### src/rtl/multicycle_control.sv
// Multicycle MIPS-style control unit: a Moore FSM that sequences fetch,
// decode, memory, execute and writeback steps for R-type, addi/andi/ori,
// lw, sw and beq. Unsupported opcodes pass through an ILLEGAL state.
// All outputs, including the debug state, are held at 0 while rst_n is low.
module multicycle_control (
  input  logic       clk,
  input  logic       rst_n,
  input  logic [5:0] opcode,
  input  logic       mem_ready,
  output logic       PCWrite,
  output logic       PCWriteCond,
  output logic       IorD,
  output logic       MemRead,
  output logic       MemWrite,
  output logic       IRWrite,
  output logic       MemtoReg,
  output logic       RegWrite,
  output logic       RegDst,
  output logic       ALUSrcA,
  output logic [1:0] ALUSrcB,
  output logic [1:0] PCSource,
  output logic [2:0] ALUOp,
  output logic       instr_done,
  output logic       illegal,
  output logic [3:0] state
);

  typedef enum logic [3:0] {
    S_FETCH    = 4'd0,
    S_DECODE   = 4'd1,
    S_MEM_ADDR = 4'd2,
    S_MEM_RD   = 4'd3,
    S_MEM_WB   = 4'd4,
    S_MEM_WR   = 4'd5,
    S_EXEC_R   = 4'd6,
    S_R_WB     = 4'd7,
    S_EXEC_I   = 4'd8,
    S_I_WB     = 4'd9,
    S_BRANCH   = 4'd10,
    S_ILLEGAL  = 4'd11
  } state_t;

  localparam logic [5:0] OP_RTYPE = 6'b000000;
  localparam logic [5:0] OP_ADDI  = 6'b001000;
  localparam logic [5:0] OP_ANDI  = 6'b001100;
  localparam logic [5:0] OP_ORI   = 6'b001101;
  localparam logic [5:0] OP_LW    = 6'b100011;
  localparam logic [5:0] OP_SW    = 6'b101011;
  localparam logic [5:0] OP_BEQ   = 6'b000100;

  localparam logic [2:0] ALU_AND   = 3'b000;
  localparam logic [2:0] ALU_OR    = 3'b001;
  localparam logic [2:0] ALU_ADD   = 3'b010;
  localparam logic [2:0] ALU_SUB   = 3'b011;
  localparam logic [2:0] ALU_FUNCT = 3'b100;

  state_t state_reg;
  state_t state_next;

  // ALU operation for the immediate-arithmetic group, shared by EXEC_I and I_WB
  // so the result stays stable through writeback.
  function automatic logic [2:0] imm_aluop(input logic [5:0] op);
    case (op)
      OP_ANDI: imm_aluop = ALU_AND;
      OP_ORI:  imm_aluop = ALU_OR;
      default: imm_aluop = ALU_ADD;
    endcase
  endfunction

  // State register; reset always lands in FETCH.
  always_ff @(posedge clk) begin
    if (!rst_n) state_reg <= S_FETCH;
    else        state_reg <= state_next;
  end

  // Next-state and control decode; everything stays 0 while in reset or in an
  // unused state code, which simply falls back to FETCH.
  always_comb begin
    state_next  = S_FETCH;
    PCWrite     = 1'b0;
    PCWriteCond = 1'b0;
    IorD        = 1'b0;
    MemRead     = 1'b0;
    MemWrite    = 1'b0;
    IRWrite     = 1'b0;
    MemtoReg    = 1'b0;
    RegWrite    = 1'b0;
    RegDst      = 1'b0;
    ALUSrcA     = 1'b0;
    ALUSrcB     = 2'b00;
    PCSource    = 2'b00;
    ALUOp       = 3'b000;
    instr_done  = 1'b0;
    illegal     = 1'b0;
    if (rst_n) begin
      case (state_reg)
        S_FETCH: begin
          MemRead = 1'b1;
          ALUSrcB = 2'b01;
          ALUOp   = ALU_ADD;
          if (mem_ready) begin
            IRWrite    = 1'b1;
            PCWrite    = 1'b1;
            state_next = S_DECODE;
          end else begin
            state_next = S_FETCH;
          end
        end
        S_DECODE: begin
          ALUSrcB = 2'b11;
          ALUOp   = ALU_ADD;
          case (opcode)
            OP_RTYPE:                  state_next = S_EXEC_R;
            OP_ADDI, OP_ANDI, OP_ORI:  state_next = S_EXEC_I;
            OP_LW, OP_SW:              state_next = S_MEM_ADDR;
            OP_BEQ:                    state_next = S_BRANCH;
            default:                   state_next = S_ILLEGAL;
          endcase
        end
        S_MEM_ADDR: begin
          ALUSrcA = 1'b1;
          ALUSrcB = 2'b10;
          ALUOp   = ALU_ADD;
          // An opcode that stopped being a load/store here is flagged, not executed.
          case (opcode)
            OP_LW:   state_next = S_MEM_RD;
            OP_SW:   state_next = S_MEM_WR;
            default: state_next = S_ILLEGAL;
          endcase
        end
        S_MEM_RD: begin
          MemRead    = 1'b1;
          IorD       = 1'b1;
          state_next = mem_ready ? S_MEM_WB : S_MEM_RD;
        end
        S_MEM_WB: begin
          RegWrite   = 1'b1;
          MemtoReg   = 1'b1;
          instr_done = 1'b1;
          state_next = S_FETCH;
        end
        S_MEM_WR: begin
          MemWrite   = 1'b1;
          IorD       = 1'b1;
          instr_done = mem_ready;
          state_next = mem_ready ? S_FETCH : S_MEM_WR;
        end
        S_EXEC_R: begin
          ALUSrcA    = 1'b1;
          ALUSrcB    = 2'b00;
          ALUOp      = ALU_FUNCT;
          state_next = S_R_WB;
        end
        S_R_WB: begin
          RegWrite   = 1'b1;
          RegDst     = 1'b1;
          instr_done = 1'b1;
          state_next = S_FETCH;
        end
        S_EXEC_I: begin
          ALUSrcA    = 1'b1;
          ALUSrcB    = 2'b10;
          ALUOp      = imm_aluop(opcode);
          state_next = S_I_WB;
        end
        S_I_WB: begin
          RegWrite   = 1'b1;
          ALUOp      = imm_aluop(opcode);
          instr_done = 1'b1;
          state_next = S_FETCH;
        end
        S_BRANCH: begin
          ALUSrcA     = 1'b1;
          ALUSrcB     = 2'b00;
          ALUOp       = ALU_SUB;
          PCWriteCond = 1'b1;
          PCSource    = 2'b01;
          instr_done  = 1'b1;
          state_next  = S_FETCH;
        end
        S_ILLEGAL: begin
          illegal    = 1'b1;
          instr_done = 1'b1;
          state_next = S_FETCH;
        end
        default: state_next = S_FETCH;
      endcase
    end
  end

  // Debug view of the state, forced to 0 during reset like every other output.
  assign state = rst_n ? state_reg : 4'd0;

endmodule

### config.mk
export PLATFORM = sky130hd
export DESIGN_NAME = multicycle_control
export DESIGN_NICKNAME = d
export VERILOG_FILES = /design/src/rtl/multicycle_control.sv
export SDC_FILE = /design/constraint.sdc
export NUM_CORES = 1
export LEC_CHECK = 0
export CORE_AREA = 3 3 40 42
export DETAILED_ROUTE_END_ITERATION = 6
export DIE_AREA = 0 0 43 45
export DONT_BUFFER_PORTS = 1
export GPL_ROUTABILITY_DRIVEN = 0
export GPL_TIMING_DRIVEN = 1
export HOLD_SLACK_MARGIN = 0.02
export SYNTH_ARGS = -nofsm -noshare
export SYNTH_HDL_FRONTEND = slang
export SYNTH_SLANG_ARGS = --single-unit
### constraint.sdc
create_clock -name clk -period 5.5 [get_ports clk]
set_clock_uncertainty 0.2 [all_clocks]
set_input_delay 1.1 -clock clk [delete_from_list [all_inputs] [get_ports clk]]
set_output_delay 1.1 -clock clk [all_outputs]
set_load 0.01 [all_outputs]
==> impl_results.md, run 1 <==
- Post-synthesis cell type count: 41
- RSZ-0062 raised after global routing: no
- Switching Fraction: 0.532
- Initial Utilization: 0.509
- Total GRT Usage: 0.166
- Type of origin of the critical path: input pin
- #FFs+latches synth: 4
- Highest-delay cell along the critical path: or4b_4
- Max reg flops: 4
- Routed wire length: 1.55 mm
- Die Wd: 43 um
- Syn_area_per_cell: 6.61 um2
- Maximum root-to-sink buffer count: 2
- Area leader, netlist: dfxtp_1
- Reg clk slew, reported paths: 0.04 ns
- Worst vdd ir: 0.000207 V
- Reg2reg start: state_reg[1]
- Hold_buf cts: 0
- Rows: 13
- NetSw: 0.157 mW
- Leak pwr: 0.231 nW
- Post-synthesis sequential area ratio: 0.122
- PwrDens: 466 mW/mm2
- Power share of the sequential group: 0.308
- Clk pwr share: 0.119
- Fin nets: 102
- Data required time of the worst path: 4.20 ns
- Total Die Area: 0.00194 mm2
- Layout area overhead: -2.87%
- IO Count: 32
- Worst Min Path Start: state_reg[3]
- Overflow after GRT: 0
- Vias in the first global route: 590
- Post-CTS setup repair buffer count: 0
- Arrival time at the worst endpoint: 2.22 ns
- Ys async rst share: 0
- Clk root buf: clkbuf_4
- Htree depth: 1
- Cts repair resizes: 0
- Internal power: 0.139 mW
- Yosys warns: 0
- CP bufs+invs: 0
- Worst-path cell chain: or4b_4 -> nor3b_2 -> a31o_1 -> and2b_1
- Top delay family on crit path: simple AND/OR/NAND/NOR gates
- Die height: 45 um
- PortBufs: 0
- Number of flops mapped to enable cells by yosys: 0
- Antenna cells: 0
- FMAX: 0.284 GHz
- Reg2Reg Depth: 4
- Comb pwr share: 0.573
- Initial DRC count: 15
- Post-Syn Area: 654 um2
- Core ar.: 0.00128 mm2
- Initial antenna violation count: 0
- Status: complete, no violations
- DRC violations left: 0
- Commonest cells in the netlist: nand2_1 (12), nor2_1 (11), nor2b_1 (5), o21ai_0 (5)
- Crit path capture type: primary output
- Largest net degree at the start of global routing: 24
- Fin crit share: 0.639
- Hold Slack: 0.646 ns
- Wirelength per Cell: 14.6 um
- Hold Path Depth: 2
- DR vias/cell: 6.11
- Final setup vio count: 0
- Max_slew headroom: 0.497
- Final hold viol count: 0
- Via count: 648
- Worst Path Max Fanout: 4
- Fin. max-slew vios: 0
- First-pass GRT wire length: 2.53 mm
- Share of layout cells above drive strength 1: 0.0769
- Drt pass-1 iters: 4
- Syn_nets: 108
- Max-cap violations: 0
- Mapped Cells: 99
- Share of the synthesized area in the top cell type: 0.122
- Slowest stage delay, CP: 0.52 ns
- Hold path endpoint: state_reg[0]
- Crit path time final: 3.52 ns
- DPL Wire Length: 1.15 mm
- Slew @ Worst Pin: 0.753 ns
- Area contributors post-synth: dfxtp_1 (12%), nand2_1 (6.9%), nor2_1 (6.3%)
- CTS Buf Count: 3
- CTS tree: done
- CTS Sinks: 4
- WS Path Type: input pin to primary output
- Worst hold path type: register to register
- FF-to-FF End: state_reg[3]
- TNS Setup: 0 ns
- Clk Latency, worst-skew pair: 0.23 ns
- Internal reg-to-reg setup slack: 3.54 ns
- Post-synth top flop: dfxtp_1
- DRT antenna net count: 0
- Most frequent cell after synthesis: nand2_1
## through the flow
step | std cells | utilization | area (um2) | setup WS [ns] | total power, mW
after floorplan | 99 | - | 654 | 2.07 | 0.241
after global placement | 103 | 0.477 | 613 | 2.04 | 0.261
after detailed placement | 103 | 0.477 | 613 | 1.98 | 0.261
after CTS | 106 | 0.495 | 636 | 1.98 | 0.298
after global routing | 106 | 0.495 | 636 | 1.94 | 0.326
final | 106 | 0.495 | 636 | 1.98 | 0.296
## worst min-delay path, cell delays in order (launching register included)
cell and delay [ns]:
dfxtp_1 0.44, o21ai_0 0.26, o21ba_1 0.12
## metal layers
layer	vias to the layer above	part of all wire	track usage	routed length (um)
li1	334	-	-	-
met4	0	0	0.0361	0
met3	0	0.095	0.0558	147
met1	288	0.47	0.216	722
met2	26	0.44	0.266	676
met5	-	0	0	0
## worst max-delay path by stage
| stage | startpoint | to | slack, ns | cells past startpoint |
|---|---|---|---|---|
| finish | opcode[1] | ALUOp[0] | 1.98 | 4 |
| global route | opcode[1] | ALUOp[0] | 1.94 | 4 |
| CTS | opcode[1] | ALUOp[0] | 1.98 | 4 |
| detailed placement | opcode[1] | ALUOp[0] | 1.98 | 4 |
| global placement | opcode[1] | ALUOp[0] | 2.04 | 4 |
| floorplan | opcode[1] | ALUOp[0] | 2.07 | 4 |
## layout make-up
class                      count  area [um2]
multi-input combinational     82         507
sequential                     4        80.1
clock buffer                   3        22.5
tap                           15        18.8
fill                         149         649
inverter                       2        7.51
## power groups by stage
stage                     Combinational, mW  Clock, mW  Sequential (mW)
final                                 0.169     0.0352           0.0913
after global routing                  0.191     0.0380           0.0977
after CTS                             0.170     0.0366           0.0910
after detailed placement              0.169          0           0.0916
after global placement                0.169          0           0.0920
after floorplan                       0.194          0           0.0470
## cells in the final DEF (no fill, tap or decap), types with 2 or more instances in the layout
master    count
clkbuf_4      3
dfxtp_1       4
and3_1        2
a211oi_1      2
mux2_2        2
a211o_1       2
nor3_1        4
o21ai_0       5
nand2_1      12
or4_1         2
and4_1        2
a31oi_1       2
nor2_1       11
and2_1        4
a21oi_1       3
inv_1         2
nand2b_1      4
nor2b_1       5
## cell families (layout without fill, tap and decap cells)
family,Yosys count,after routing,share of synthesized area
simple gates,53,53,0.451
compound gates,24,24,0.256
buf+inv,13,5,0.103
flops,4,4,0.122
xor+xnor,2,2,0.0268
mux,2,2,0.0344
other cells,1,1,0.00573
No activity file was read; power rests on OpenSTA's default activity.
==> inputs of run 2 (changes only) <==
==> constraint.sdc (replaced) <==
create_clock -name clk -period 3.4 [get_ports clk]
set_clock_uncertainty 0.2 [all_clocks]
set_input_delay 0.68 -clock clk [delete_from_list [all_inputs] [get_ports clk]]
set_output_delay 0.68 -clock clk [all_outputs]
set_load 0.01 [all_outputs]
==> run 2 against run 1 <==
Compared with the run above:
- via count is 0.46% higher
- flip-flop and latch count stayed put
- worst setup slack worse by 1.3 ns
- cell count is 0.94% higher
- non-clock buffer count is 1 higher
- total power is 64% higher
- global-route usage is 0.58 points lower
- first-iteration DRC count is 27% lower
- largest power group unchanged
==> impl_results.md, run 2 (synthesis gave the netlist of run 1 again) <==
- Fin crit share: 0.805
- Core ar.: 0.00128 mm2 (unchanged)
- Final hold viol count: 0 (unchanged)
- DR vias/cell: 6.08 (was 6.11)
- PortBufs: 0 (unchanged)
- Utilization after layout: 0.500 (was 0.495)
- Clk root buf: clkbuf_4 (unchanged)
- Leak pwr: 0.236 nW (was 0.231 nW)
- Design area: 643 um2 (was 636 um2)
- Total Die Area: 0.00194 mm2 (unchanged)
- Rows: 13 (unchanged)
- Commonest non-fill, non-tap cells in the layout: nand2_1 (12), nor2_1 (11), nor2b_1 (5), o21ai_0 (5) (unchanged)
- Max reg flops: 4 (unchanged)
- Total GRT Usage: 0.160 (was 0.166)
- Reg clk slew, reported paths: 0.03 ns (was 0.04 ns)
- Maximum root-to-sink buffer count: 2 (unchanged)
- Clk Latency, worst-skew pair: 0.23 ns (about the same)
- Fin nets: 103 (was 102)
- Arrival time at the worst endpoint: 1.86 ns (was 2.22 ns)
- Crit path capture type: primary output (unchanged)
- CTS Buf Count: 3 (unchanged)
- Most common cell after layout, fill and taps aside: nand2_1 (unchanged)
- Overflow after GRT: 0 (unchanged)
- First-pass GRT wire length: 2.45 mm (was 2.53 mm)
- NetSw: 0.255 mW (was 0.157 mW)
- Drt pass-1 iters: 2 (was 4)
- FMAX: 0.365 GHz
- Antenna cells: 0 (unchanged)
- Hold Slack: 0.443 ns (was 0.646 ns)
- Total power: 0.485 mW (was 0.296 mW)
- Final setup vio count: 0 (unchanged)
- Type of origin of the critical path: register (was input pin)
- Internal power: 0.230 mW (was 0.139 mW)
- Worst Path Max Fanout: 13 (was 4)
- Via count: 651 (was 648)
- Worst hold path type: input pin to register (was register to register)
- Die Wd: 43 um (unchanged)
- Max-cap violations: 0 (unchanged)
- Crit path to: ALUSrcB[1] (was ALUOp[0])
- DRC violations left: 0 (unchanged)
- Comb pwr share: 0.606 (was 0.573)
- DP Area: 621 um2 (was 613 um2)
- Cts repair resizes: 0 (unchanged)
- WS Path Type: register to primary output (was input pin to primary output)
- Wirelength per Cell: 14.6 um (about the same)
- Power share of the sequential group: 0.280 (was 0.308)
- Reg2reg start: state_reg[1] (unchanged)
- Data required time of the worst path: 2.52 ns (was 4.20 ns)
- Die height: 45 um (unchanged)
- Initial Utilization: 0.509 (unchanged)
- DRT antenna net count: 0 (unchanged)
- Reg2Reg Depth: 5 (was 4)
- TNS Setup: 0 ns (unchanged)
- Placed Cells: 104 (was 103)
- Worst vdd ir: 0.000305 V (was 0.000207 V)
- CTS tree: done (unchanged)
- Post-route setup slack: 0.662 ns (was 1.98 ns)
- Vias in the first global route: 580 (was 590)
- Largest net degree at the start of global routing: 20 (was 24)
- PwrDens: 754 mW/mm2 (was 466 mW/mm2)
- Routed wire length: 1.56 mm (was 1.55 mm)
- Internal reg-to-reg setup slack: 1.49 ns (was 3.54 ns)
- Status: complete, no violations (unchanged)
- Post-place setup slack: 0.748 ns (was 1.98 ns)
- Initial antenna violation count: 0 (unchanged)
- FF-to-FF End: state_reg[3] (unchanged)
- Crit path time final: 2.74 ns
- Layout area overhead: -1.72% (was -2.87%)
- Fin. max-slew vios: 0 (unchanged)
- Initial DRC count: 11 (was 15)
- Clk pwr share: 0.114 (was 0.119)
- Slew @ Worst Pin: 0.548 ns (was 0.753 ns)
- CTS Sinks: 4 (unchanged)
- Max_slew headroom: 0.634 (was 0.497)
- Post-CTS setup repair buffer count: 0 (unchanged)
- IO Count: 32 (unchanged)
- Htree depth: 1 (unchanged)
- Layout Cells excl Fill: 107 (was 106)
- DPL Wire Length: 1.17 mm (was 1.15 mm)
- Setup crit start: state_reg[1] (was opcode[1])
- Share of layout cells above drive strength 1: 0.0870 (was 0.0769)
- Hold_buf cts: 0 (unchanged)
- RSZ-0062 raised after global routing: no (unchanged)
- Switching Fraction: 0.527 (was 0.532)
## run 2: cell count changes in the layout (fill, tap and decap cells not counted)
cell	change
buf_4	+1
## run 2: layout make-up
cell class                      instances  area, um2
Timing Repair Buffer                    1       7.51
Multi-Input combinational cell         82        507
Inverter                                2       7.51
Tap cell                               15       18.8
Sequential cell                         4       80.1
Clock buffer                            3       22.5
Fill cell                             138        642
## run 2: metal layers
layer | up-vias | routed length, um | global-route usage
li1 | 338 | - | -
met1 | 288 | 714 | 0.204
met2 | 25 | 692 | 0.269
met3 | 0 | 151 | 0.0438
met4 | 0 | 0 | 0.0361
met5 | - | 0 | 0
## run 2: power groups by stage
stage,Clock (mW),Combinational (mW),Sequential [mW]
2_1_floorplan,0,0.314,0.0760
3_3_place_gp,0,0.292,0.137
3_5_place_dp,0,0.293,0.135
4_1_cts,0.0582,0.295,0.134
5_1_grt,0.0589,0.328,0.145
6_report,0.0555,0.294,0.136
## run 2: how the worst min path moves through the flow
stage            startpoint            to  slack, ns  cells after the start
2_1_floorplan  state_reg[3]  state_reg[2]       0.38                      3
3_3_place_gp   state_reg[1]  state_reg[1]       0.51                      2
3_5_place_dp   state_reg[1]  state_reg[1]       0.51                      2
4_1_cts           opcode[3]  state_reg[2]       0.44                      2
5_1_grt           opcode[3]  state_reg[2]       0.45                      2
6_report          opcode[3]  state_reg[2]       0.44                      2
## run 2: critical path, cell delays in order, from the launching register on
cell	delay, ns
dfxtp_1	0.44
buf_4	0.24
nand2b_1	0.22
a211o_1	0.35
a21boi_0	0.38
==> inputs of run 3 (changes only) <==
==> constraint.sdc (replaced) <==
create_clock -name clk -period 2.6 [get_ports clk]
set_clock_uncertainty 0.2 [all_clocks]
set_input_delay 0.52 -clock clk [delete_from_list [all_inputs] [get_ports clk]]
set_output_delay 0.52 -clock clk [all_outputs]
set_load 0.01 [all_outputs]
==> run 3 against run 2 <==
Compared with the run above:
- worst hold slack got worse by 0.17 ns
- non-clock buffer count increased by 3
- via count increased by 7.4%
- clock-buffer cell count unchanged
- clock power increased by 41%
- worst setup slack got worse by 0.47 ns
- flip-flop and latch count unchanged
- cell count increased by 2.8%
- critical path depth unchanged
- sequential power about the same
==> impl_results.md, run 3 (synthesis gave the netlist of run 1 again) <==
- Data required time of the worst path: 1.88 ns (was 2.52 ns)
- Status: complete, no violations (unchanged)
- Initial DRC count: 29 (was 11)
- Maximum root-to-sink buffer count: 2 (unchanged)
- Total Die Area: 0.00194 mm2 (unchanged)
- Critical Path Most Common Cell: nor2b_1
- First-pass GRT wire length: 2.64 mm (was 2.45 mm)
- Worst vdd ir: 0.000525 V (was 0.000305 V)
- Fin nets: 106 (was 103)
- CTS Sinks: 4 (unchanged)
- Commonest non-fill, non-tap cells in the layout: nand2_1 (12), nor2_1 (11), nor2b_1 (5), o21ai_0 (5) (unchanged)
- PortBufs: 0 (unchanged)
- DRT antenna net count: 0 (unchanged)
- Worst-path cell chain: nor2b_1 -> mux2_2 -> a22oi_1 -> nor2b_1 (was buf_4 -> nand2b_1 -> a211o_1 -> a21boi_0)
- Post-place setup slack: 0.269 ns (was 0.748 ns)
- Leak pwr: 0.251 nW (was 0.236 nW)
- Share of layout cells above drive strength 1: 0.116 (was 0.0870)
- Routed wire length: 1.69 mm (was 1.56 mm)
- Utilization after layout: 0.518 (was 0.500)
- Via count: 699 (was 651)
- Layout area overhead: 1.72% (was -1.72%)
- Most common cell after layout, fill and taps aside: nand2_1 (unchanged)
- WS Path Type: register to primary output (unchanged)
- Initial antenna violation count: 0 (unchanged)
- Die height: 45 um (unchanged)
- FMAX: 0.416 GHz
- Total GRT Usage: 0.176 (was 0.160)
- DR vias/cell: 6.35 (was 6.08)
- Reg clk slew, reported paths: 0.04 ns (was 0.03 ns)
- Area taken by multi-input logic gates: 507 um2 (unchanged)
- Crit path capture type: primary output (unchanged)
- Max_slew headroom: 0.625 (was 0.634)
- IO Count: 32 (unchanged)
- Worst hold path type: input pin to register (unchanged)
- Rows: 13 (unchanged)
- Crit path time final: 2.41 ns
- Die Wd: 43 um (unchanged)
- Cts repair resizes: 0 (unchanged)
- Overflow after GRT: 0 (unchanged)
- Drt pass-1 iters: 4 (was 2)
- Antenna cells: 0 (unchanged)
- RSZ-0062 raised after global routing: no (unchanged)
- Initial Utilization: 0.509 (unchanged)
- Clk Latency, worst-skew pair: 0.24 ns (was 0.23 ns)
- NetSw: 0.356 mW (was 0.255 mW)
- Clk root buf: clkbuf_4 (unchanged)
- Final hold viol count: 0 (unchanged)
- Post-CTS setup repair buffer count: 0 (unchanged)
- FILL cells: 138 (unchanged)
- Clk pwr share: 0.115 (was 0.114)
- Max reg flops: 4 (unchanged)
- Internal power: 0.324 mW (was 0.230 mW)
- Type of origin of the critical path: register (unchanged)
- Highest-delay cell along the critical path: dfxtp_1 (unchanged)
- CTS tree: done (unchanged)
- Core ar.: 0.00128 mm2 (unchanged)
- Power share of the sequential group: 0.199 (was 0.280)
- Htree depth: 1 (unchanged)
- Hold_buf cts: 0 (unchanged)
- Max-cap violations: 0 (unchanged)
- Worst Path Max Fanout: 19 (was 13)
- Post-route setup slack: 0.194 ns (was 0.662 ns)
- Wirelength per Cell: 15.4 um (was 14.6 um)
- Fin. max-slew vios: 0 (unchanged)
- Comb pwr share: 0.685 (was 0.606)
- TNS Setup: 0 ns (unchanged)
- Internal reg-to-reg setup slack: 0.90 ns (was 1.49 ns)
- Arrival time at the worst endpoint: 1.69 ns (was 1.86 ns)
- Switching Fraction: 0.523 (was 0.527)
- Vias in the first global route: 618 (was 580)
- DPL Wire Length: 1.28 mm (was 1.17 mm)
- PwrDens: 1020 mW/mm2 (was 754 mW/mm2)
- Fin crit share: 0.925
- Largest net degree at the start of global routing: 21 (was 20)
- DRC violations left: 0 (unchanged)
- Slew @ Worst Pin: 0.561 ns (was 0.548 ns)
- Slowest stage delay, CP: 0.67 ns (was 0.44 ns)
- Sequential standard cell area: 80.1 um2 (unchanged)
- Final setup vio count: 0 (unchanged)
- CTS Buf Count: 3 (unchanged)
-- run 3: power by group through the flow --
stage          Combinational [mW]  Clock, mW  Sequential (mW)
2_1_floorplan               0.411          0           0.0993
3_3_place_gp                0.458          0            0.134
3_5_place_dp                0.463          0            0.133
4_1_cts                     0.463     0.0811            0.133
5_1_grt                     0.517     0.0854            0.140
6_report                    0.466     0.0785            0.136
-- run 3: worst max-delay path: cells and delay by family, from the launching register on --
kind,cells,cell delay (ns)
muxes,1,0.31
and+or+nand+nor,2,0.31
DFF,1,0.67
AOI/OAI and AO/OA,1,0.16
-- run 3: final timing paths --
path / cells after the start / start / endpoint
max: 4 / state_reg[2] / RegWrite
min: 2 / opcode[3] / state_reg[2]
max reg2reg: 5 / state_reg[1] / state_reg[3]
min reg2reg: 3 / state_reg[3] / state_reg[2]
-- run 3: area by class of cell --
class                           instances  area share
Clock buffer                            3      0.0338
Tap cell                               15      0.0282
Multi-Input combinational cell         82       0.761
Timing Repair Buffer                    4      0.0451
Sequential cell                         4       0.120
Inverter                                2      0.0113
-- run 3: metal layers --
layer / wire [um] / share of wire / GRT usage
met1: 824 / 0.49 / 0.236
met4: 0 / 0 / 0.0181
met2: 714 / 0.42 / 0.278
met3: 150 / 0.089 / 0.0677
met5: 0 / 0 / 0
-- run 3: stage by stage --
stage	cells	hold slack [ns]	power (mW)	area [um2]
3_5_place_dp	107	0.517	0.596	643
2_1_floorplan	99	0.376	0.510	654
4_1_cts	110	0.262	0.677	666
3_3_place_gp	107	0.518	0.593	643
6_report	110	0.269	0.680	666
5_1_grt	110	0.266	0.742	666
